**src/rtl/gcd_job_scheduler.sv**
```systemverilog
// rtl/gcd_job_scheduler.sv - round-robin scheduler sharing one sequential GCD engine
// Zero operands short-circuit locally; a watchdog aborts jobs the engine never finishes.
module gcd_job_scheduler #(
  parameter int N_REQ   = 4,
  parameter int W       = 32,
  parameter int TIMEOUT = 4096
) (
  input  logic                     csi_clk,
  input  logic                     rsi_reset,
  input  logic [N_REQ-1:0]         req_valid,
  input  logic [N_REQ*W-1:0]       req_a,
  input  logic [N_REQ*W-1:0]       req_b,
  output logic [N_REQ-1:0]         req_ready,
  output logic [N_REQ-1:0]         rsp_valid,
  output logic [N_REQ*W-1:0]       rsp_data,
  output logic [N_REQ-1:0]         rsp_err,
  output logic                     eng_start,
  output logic [W-1:0]             eng_a,
  output logic [W-1:0]             eng_b,
  output logic                     eng_abort,
  input  logic                     eng_done,
  input  logic [W-1:0]             eng_result,
  output logic                     busy,
  output logic [$clog2(N_REQ)-1:0] owner
);
  localparam int IW = $clog2(N_REQ);
  localparam int TW = $clog2(TIMEOUT);

  typedef enum logic [1:0] {S_IDLE, S_ISSUE, S_WAIT, S_RESP} state_t;

  state_t             state_q, state_d;
  logic [IW-1:0]      rr_q, rr_d;
  logic [IW-1:0]      owner_q, owner_d;
  logic [W-1:0]       a_q, a_d, b_q, b_d;
  logic [TW-1:0]      timer_q, timer_d;
  logic               eng_start_q, eng_start_d;
  logic [N_REQ-1:0]   rsp_valid_q, rsp_valid_d;
  logic [N_REQ-1:0]   rsp_err_q, rsp_err_d;
  logic [N_REQ*W-1:0] rsp_data_q, rsp_data_d;

  logic               grant_found;
  logic [IW-1:0]      grant_idx, cand;
  logic [W-1:0]       sel_a, sel_b;
  logic               expired;

  // Search starts just after the last served port, so that port has lowest priority.
  always_comb begin
    grant_found = 1'b0;
    grant_idx   = '0;
    cand        = '0;
    for (int k = 1; k <= N_REQ; k++) begin
      cand = IW'((int'(rr_q) + k) % N_REQ);
      if (!grant_found && req_valid[cand]) begin
        grant_found = 1'b1;
        grant_idx   = cand;
      end
    end
  end

  assign sel_a = req_a[grant_idx*W +: W];
  assign sel_b = req_b[grant_idx*W +: W];

  always_comb begin
    req_ready = '0;
    if (state_q == S_IDLE && grant_found && !rsi_reset) req_ready[grant_idx] = 1'b1;
  end

  // Abort cannot be registered: a completion in the expiry cycle must suppress it.
  assign expired   = (timer_q == TW'(TIMEOUT - 1));
  assign eng_abort = (state_q == S_WAIT) && expired && !eng_done;

  always_comb begin
    state_d     = state_q;
    rr_d        = rr_q;
    owner_d     = owner_q;
    a_d         = a_q;
    b_d         = b_q;
    timer_d     = timer_q;
    eng_start_d = 1'b0;
    rsp_valid_d = '0;
    rsp_err_d   = '0;
    rsp_data_d  = rsp_data_q;
    case (state_q)
      S_IDLE: begin
        if (grant_found) begin
          owner_d = grant_idx;
          a_d     = sel_a;
          b_d     = sel_b;
          if (sel_a == '0 || sel_b == '0) begin
            state_d                      = S_RESP;
            rsp_valid_d[grant_idx]       = 1'b1;
            rsp_data_d[grant_idx*W +: W] = sel_a | sel_b;
          end else begin
            state_d     = S_ISSUE;
            eng_start_d = 1'b1;
          end
        end
      end
      S_ISSUE: begin
        timer_d = '0;
        state_d = S_WAIT;
      end
      S_WAIT: begin
        timer_d = timer_q + TW'(1);
        if (eng_done) begin
          state_d                    = S_RESP;
          rsp_valid_d[owner_q]       = 1'b1;
          rsp_data_d[owner_q*W +: W] = eng_result;
        end else if (expired) begin
          state_d                    = S_RESP;
          rsp_valid_d[owner_q]       = 1'b1;
          rsp_err_d[owner_q]         = 1'b1;
          rsp_data_d[owner_q*W +: W] = '0;
        end
      end
      S_RESP: begin
        rr_d    = owner_q;
        state_d = S_IDLE;
      end
      default: state_d = S_IDLE;
    endcase
  end

  always_ff @(posedge csi_clk or posedge rsi_reset) begin
    if (rsi_reset) begin
      state_q     <= S_IDLE;
      rr_q        <= IW'(N_REQ - 1);
      owner_q     <= '0;
      a_q         <= '0;
      b_q         <= '0;
      timer_q     <= '0;
      eng_start_q <= 1'b0;
      rsp_valid_q <= '0;
      rsp_err_q   <= '0;
      rsp_data_q  <= '0;
    end else begin
      state_q     <= state_d;
      rr_q        <= rr_d;
      owner_q     <= owner_d;
      a_q         <= a_d;
      b_q         <= b_d;
      timer_q     <= timer_d;
      eng_start_q <= eng_start_d;
      rsp_valid_q <= rsp_valid_d;
      rsp_err_q   <= rsp_err_d;
      rsp_data_q  <= rsp_data_d;
    end
  end

  assign rsp_valid = rsp_valid_q;
  assign rsp_err   = rsp_err_q;
  assign rsp_data  = rsp_data_q;
  assign eng_start = eng_start_q;
  assign eng_a     = a_q;
  assign eng_b     = b_q;
  assign busy      = (state_q != S_IDLE);
  assign owner     = owner_q;

endmodule

```
**config.mk**
```make
export PLATFORM = sky130hd
export DESIGN_NAME = gcd_job_scheduler
export DESIGN_NICKNAME = d
export VERILOG_FILES = /design/src/rtl/gcd_job_scheduler.sv
export SDC_FILE = /design/constraint.sdc
export NUM_CORES = 1
export LEC_CHECK = 0
export BUFFER_PORTS_ARGS = -buffer_cell sky130_fd_sc_hd__buf_2
export CORE_AREA = 3 3 194 196
export CTS_BUF_LIST = sky130_fd_sc_hd__clkbuf_16
export DETAILED_ROUTE_END_ITERATION = 6
export DIE_AREA = 0 0 197 199
export GPL_TIMING_DRIVEN = 0
export PLACE_DENSITY = 0.62
export SLEW_MARGIN = 20
export SYNTH_ARGS = -nofsm -noshare
export SYNTH_HDL_FRONTEND = slang
export SYNTH_SLANG_ARGS = --single-unit
```
**constraint.sdc**
```tcl
create_clock -name csi_clk -period 8.7 [get_ports csi_clk]
set_input_delay 0.87 -clock csi_clk [delete_from_list [all_inputs] [get_ports csi_clk]]
set_output_delay 0.87 -clock csi_clk [all_outputs]
set_load 0.1 [all_outputs]
```
# Word level (Yosys, flattened, before mapping)
# Cells that the tools add are included.
[totals] reg_bits=219 out_inout_bits=209 wordCells=109
[op_classes] mux=45 eq_ne=7 order_cmp=8 bitwise_logic=1 shifts=7 addsub=7 reduce_logical=24
[ops] cell="two-way mux 128 bit" n=4
[ops] cell="bitwise mux 128 bit" n=3
[ops] cell="one-hot mux 128 bit (2 select lines)" n=1
[ops] cell="variable shift 32 x 34 -> 128 bit, first input constant" n=2
[ops] cell="indexed part select 128 x 8 -> 32 bit" n=2
[ops] cell="indexed part select 32 x 34 -> 128 bit" n=2
[ops] cell="indexed part select 32 x 34 -> 128 bit, first input constant" n=1
[ops] cell="negation 7 -> 34 bit" n=2
[ops] cell="zero test 32 bit" n=2
[ops] cell="OR 32 bit" n=1
[ops] cell="two-way mux 4 bit" n=7
[ops] cell="one-hot mux 12 bit (2 select lines)" n=1
[ops] cell="< comparator 2 x 3 -> 1 bit, second input constant" n=6
[ops] cell="two-way mux 2 bit" n=8
[ops] cell="two-way mux 1 bit" n=13
[ops] cell="adder 12 x 1 -> 12 bit, second input constant" n=1
[ops] cell="== test 12 bit, second input constant" n=1
[ops] cell="logical AND 1 bit" n=9
[ops] cell="binary-select mux 1 bit (select 2 bit)" n=4
[ops] cell="one-hot mux 2 bit (4 select lines)" n=1
[ops] cell="one-hot mux 4 bit (2 select lines)" n=1
[ops] cell="nonzero test 2 bit" n=3
[ops] cell="zero test 1 bit" n=5
[ops] cell="adder 2 x 1 -> 2 bit, second input constant" n=2
[ops] cell="other kinds (12)" n=17

# Logic depth before layout (Yosys ltp)
[logic_depth] word_depth=20 ltp_mapped=13

# Worst setup path after synthesis
# No wires, ideal clock.
[synth_timing] path_type="register -> output" startpoint="register timer_q[0]" endpoint="output eng_abort" path_stages_with_launch=7 required_ps=7830 arrival_ps=3487 setup_slack_ps=4343 n_path_buf=0 path_cell_list="dfrtp_1 ha_1 nand3_1 nor3_1 nand3_1 or2_1 nor3_1"
[synth_between] elab_chain_cells=3
[synth_rtl] item="start, declared" line_no="35" text="logic [TW-1:0] timer_q, timer_d;"
[synth_rtl] item="start signal, assigned" line_no="142" text="timer_q <= timer_d;"
[synth_rtl] item="== test 12 bit" line_no="69" text="assign expired = (timer_q == TW'(TIMEOUT - 1));"
[synth_rtl] item="logical AND 1 bit (2 in a row)" line_no="70" text="assign eng_abort = (state_q == S_WAIT) && expired && !eng_done;"
[synth_rtl] item="end, declared" line_no="20" text="output logic eng_abort,"
# Every way passes these cells.

# Worst setup path in the final report
[layout_timing] startpoint="register rr_q[1]" endpoint="register rsp_data_q[81] (netlist: rsp_data[81])"
[layout_between] elab_chain_cells=20 elab_cells_between_ends=42 classes_between="add/sub: 5; eq/ne: 2; shift: 4; mux: 20; bitwise: 1; reduce/logical: 10"
[layout_rtl] item="start, declared" line_no="32" text="logic [IW-1:0] rr_q, rr_d;"
[layout_rtl] item="start signal, assigned" line_no="127" text="rr_q <= IW'(N_REQ - 1);"
[layout_rtl] item="start signal, assigned" line_no="138" text="rr_q <= rr_d;"
[layout_rtl] item="adder 2 x 1 -> 2 bit" line_no="52" text="cand = IW'((int'(rr_q) + k) % N_REQ);"
[layout_rtl] item="binary-select mux 1 bit (select 2 bit)" line_no="53" text="if (!grant_found && req_valid[cand]) begin"
[layout_rtl] item="two-way mux 1 bit (implied by the code)" line_no="53"
[layout_rtl] item="two-way mux 1 bit" line_no="53"
[layout_rtl] item="zero test 1 bit" line_no="53"
[layout_rtl] item="logical AND 1 bit" line_no="53"
[layout_rtl] item="two-way mux 1 bit" line_no="53"
[layout_rtl] item="zero test 1 bit" line_no="53"
[layout_rtl] item="[4 not listed]"
[layout_rtl] item="two-way mux 2 bit" line_no="53"
[layout_rtl] item="indexed part select 128 x 8 -> 32 bit (on tied branches)" line_no="60, 61"
[layout_rtl] item="OR 32 bit" line_no="92" text="rsp_data_d[grant_idx*W +: W] = sel_a | sel_b;"
[layout_rtl] item="indexed part select 32 x 34 -> 128 bit" line_no="92"
[layout_rtl] item="bitwise mux 128 bit" line_no="92"
[layout_rtl] item="two-way mux 128 bit" line_no="89" text="if (sel_a == '0 || sel_b == '0) begin"
[layout_rtl] item="two-way mux 128 bit" line_no="85" text="if (grant_found) begin"
[layout_rtl] item="one-hot mux 128 bit (2 select lines)" line_no="83" text="case (state_q)"
[layout_rtl] item="end signal, assigned" line_no="146" text="rsp_data_q <= rsp_data_d;"
[layout_rtl] item="end, declared" line_no="39" text="logic [N_REQ*W-1:0] rsp_data_q, rsp_data_d;"
# Parallel ways exist; a longest one is shown, timed or not. The select of a mux whose other input is x is not followed.
# A chain may end at the register's enable or synchronous reset.

==> metrics.md <==
| Metric | Value |
|---|---|
| DR vias/cell | approximately 5.3 |
| Die Area | 39,200 sq um |
| Synthesized area per cell | about 11 sq um |
| Drt total wl | between 50 and 60 mm |
| Slowest cell on the critical path | buf_2 |
| Top Family by Delay on Critical Path | compound AO/OA/AOI/OAI gates |
| Initial antenna violation count | 8 |
| First-pass DRT Iterations | 5 |
| CTS Sinks | roughly 220 |
| Crit-path max cell delay | roughly 0.60 ns |
| Synth Net Count | around 1,400 |
| Setup Skew | approximately 0.025 ns |
| Slew Viols, Final | 0 |
| Routability cong. | between 0.8 and 0.9 |
| Critical Path RT | 9.14 ns |
| Post-CTS Hold Buffers | 0 |
| Worst reg2reg path depth | 11 |
| Hold Vio Cnt, Final | 0 |
| Initial drt markers | approximately 670 |
| Most area-hungry cell type in the Yosys netlist | dfrtp_1 |
| Clk root buf | clkbuf_16 |
| Via count | 11,400 |
| Final setup viols | 0 |
| Post-CTS setup buffer count | 0 |
| Crit share post-route | 0.507 |
| Gates resized, CTS repair | 0 |
| Status | finished, final reports clean |
| PortBufs | 503 |
| M1 GR Usage | 0.331 |
| Die width | ~200 um |
| Worst skew pair latency | 0.55 ns |
| Critical path launch point type | flip-flop |
| GRT Total Usage | 0.265 |
| Placed Area | 15,900 sq um |
| CORE AREA | 36,300 sq um |
| Drt drc | 0 |
| Slew @ Worst Pin | between 0.9 and 1 ns |
| Detail Placement HPWL | roughly 44 mm |
| Max_slew headroom | 0.372 |
| Fin area | approximately 17,000 sq um |
| HP Class | input pin to asynchronous set/reset pin |
| Vias in the first global route | 11,500 |
| Area grow syn2layout | 31.3% |
| Critical Path, Cell by Cell | nand3b_1 > a31oi_1 > buf_2 > mux2i_1 > mux2i_1 > nor4_1 > nand4_1 > o22a_2 > a21o_4 > buf_6 > mux2_4 |
| Share of layout cells above drive strength 1 | 0.441 |
| GR Util met2 | 0.474 |
| Async SR Flop Fraction | 1.00 |
| Overflow after GRT | 0 |
| First-pass GRT wire length | 76.7 mm |
| Dpl cells | approximately 2,100 |
| Largest cells by area after synthesis | dfrtp_1 (43%), mux2i_1 (15%), mux2_4 (11%), mux2_2 (6.2%), o21ai_0 (5.4%) |
| Post-Synthesis Cell Area | 12,700 sq um |
| GR peak layer | met2 |
| CP bufs+invs | 2 |
| IO Pins | 504 |
| Max Cap Viol | 0 |
| RR Endpoint | rsp_data[81] |
| Count leader, synth | dfrtp_1 |
| WL/cell | 25.1 um |
| Arr. time, crit path | roughly 4.8 ns |
| Top cell type's share of synthesized area | 0.427 |
| Fin crit period | ~4.4 ns |
| Clock Pin Slew Worst Setup and Hold Paths | roughly 0.060 ns |
| Standard-cell rows | 70 |
| Reg2reg start | rr_q[1] |
| Most used cell, CP | mux2i_1 |
| Max Buffers Root-to-Sink | 3 |
| Sequential share of the synthesized area | 0.431 |
| RSZ-0062 raised after global routing | no |
| Synth Flop Type | dfrtp_1 |
| Count of cell types in the netlist | 44 |
| CTS tree | done |
| Synth Instances | ~1,100 |
| CP Max Fanout | 10 |
| Yosys warnings | 0 |
| Crit end category | flip-flop |
| Top cells by count, synth | dfrtp_1 (217), mux2i_1 (194), nand2_1 (151) |
| Die span in y | slightly below 200 um |
| Crit Path Class | flip-flop to flip-flop |
| Fmax | 227 MHz |
| TritonCTS Buffers | 26 |
| Post-DRT Antenna Nets | 0 |
| H-tree depth | 1 |
| EDFF count, synth | 0 |
| Largest net degree at the start of global routing | between 90 and 100 |
| Synth Register Bits | between 200 and 250 |
| Worst reg2reg setup slack | between 4 and 5 ns |
| Post-route insts no fill | ~2,200 |
| Initial core utilization | 0.351 |
| Final nets | between 1,500 and 2,000 |
| Setup tns final | 0 ns |
| Met3 usage | 0.0456 |
## final cells by class
type                            count  area (sq um)
Antenna cell                        8          20.0
Buffer                             73           464
Clock buffer                       26           651
Clock inverter                     21           138
Fill cell                        3569         19600
Inverter                           15          63.8
Multi-Input combinational cell    828          6730
Sequential cell                   219          5480
Tap cell                          468           586
Timing Repair Buffer              505          2570
## worst reg2reg max path, delay by kind of cell, from the launching register on
family	cells	cell delay (ns)
compound gates	3	1.29
flops	1	0.59
buf+inv	2	0.80
simple gates	3	0.84
mux	3	0.80
## layout by cell type, fill, tap and decap left out, types with 2 or more instances in the layout
master      instances
nor2b_1             3
clkinv_2            4
clkbuf_4            2
dfstp_2             2
nor3_1              2
mux2_2             70
inv_1              24
ha_1               14
mux2_1             38
nand2_1           151
a21oi_1             4
nor2_1             47
buf_4               7
buf_2             508
a21o_1              2
nand4_1             6
and4_1              2
a31oi_1             2
xnor2_1             2
clkbuf_16          26
clkbuf_1           38
o21ai_0           138
nor4_1             18
dfrtp_1           217
a22o_1              5
and3_1              2
a21o_4              4
diode_2             8
and2_1              8
nand2b_1            4
buf_16              2
mux2i_1           194
o31ai_1             3
mux2_4             90
clkinvlp_4          4
nand3_1             7
buf_6              20
## flip-flops by register name, summed over array words and instances, names as in the netlist
register,count
rsp_data,128
rsp_valid,4
eng_a,32
eng_b,32
eng_start,1
timer_q,12
rr_q,2
state_q,2
owner,2
rsp_err,4
## metrics by stage
stage | hold WS, ns | worst slack (ns) | util
floorplan | 0.476 | 1.84 | -
global placement | 0.473 | -0.887 | 0.437
detailed placement | 0.475 | 3.74 | 0.439
CTS | 0.481 | 4.16 | 0.460
global route | 0.509 | 4.07 | 0.460
finish | 0.475 | 4.29 | 0.461
## worst max-delay path by stage
stage,start,to,slack [ns],cells past startpoint
final,rr_q[1],rsp_data[81],4.29,11
after global routing,rr_q[1],rsp_data[100],4.07,11
after CTS,rr_q[1],rsp_data[102],4.16,11
after detailed placement,req_valid[3],rsp_data[107],3.74,12
after global placement,rsi_reset,eng_a[15],-0.89,2
after floorplan,rsi_reset,eng_a[0],1.84,1
## per-layer routing
layer	part of all wire	up-vias
li1	-	5115
met1	0.40	5702
met2	0.51	520
met3	0.064	102
met4	0.029	0
met5	0	-
## cells by family after synthesis
group / count (synthesis) / share of synthesized area
AOI/OAI and AO/OA: 163 / 0.0713
xor gates and xnor gates: 3 / 0.00206
adders and majority gates: 14 / 0.0138
buffers and inverters: 88 / 0.0409
DFF: 219 / 0.431
muxes: 392 / 0.354
and+or+nand+nor: 256 / 0.0870
Power is not shown: default switching activity piles up to over one toggle a cycle in this logic, so the estimate is an artifact.
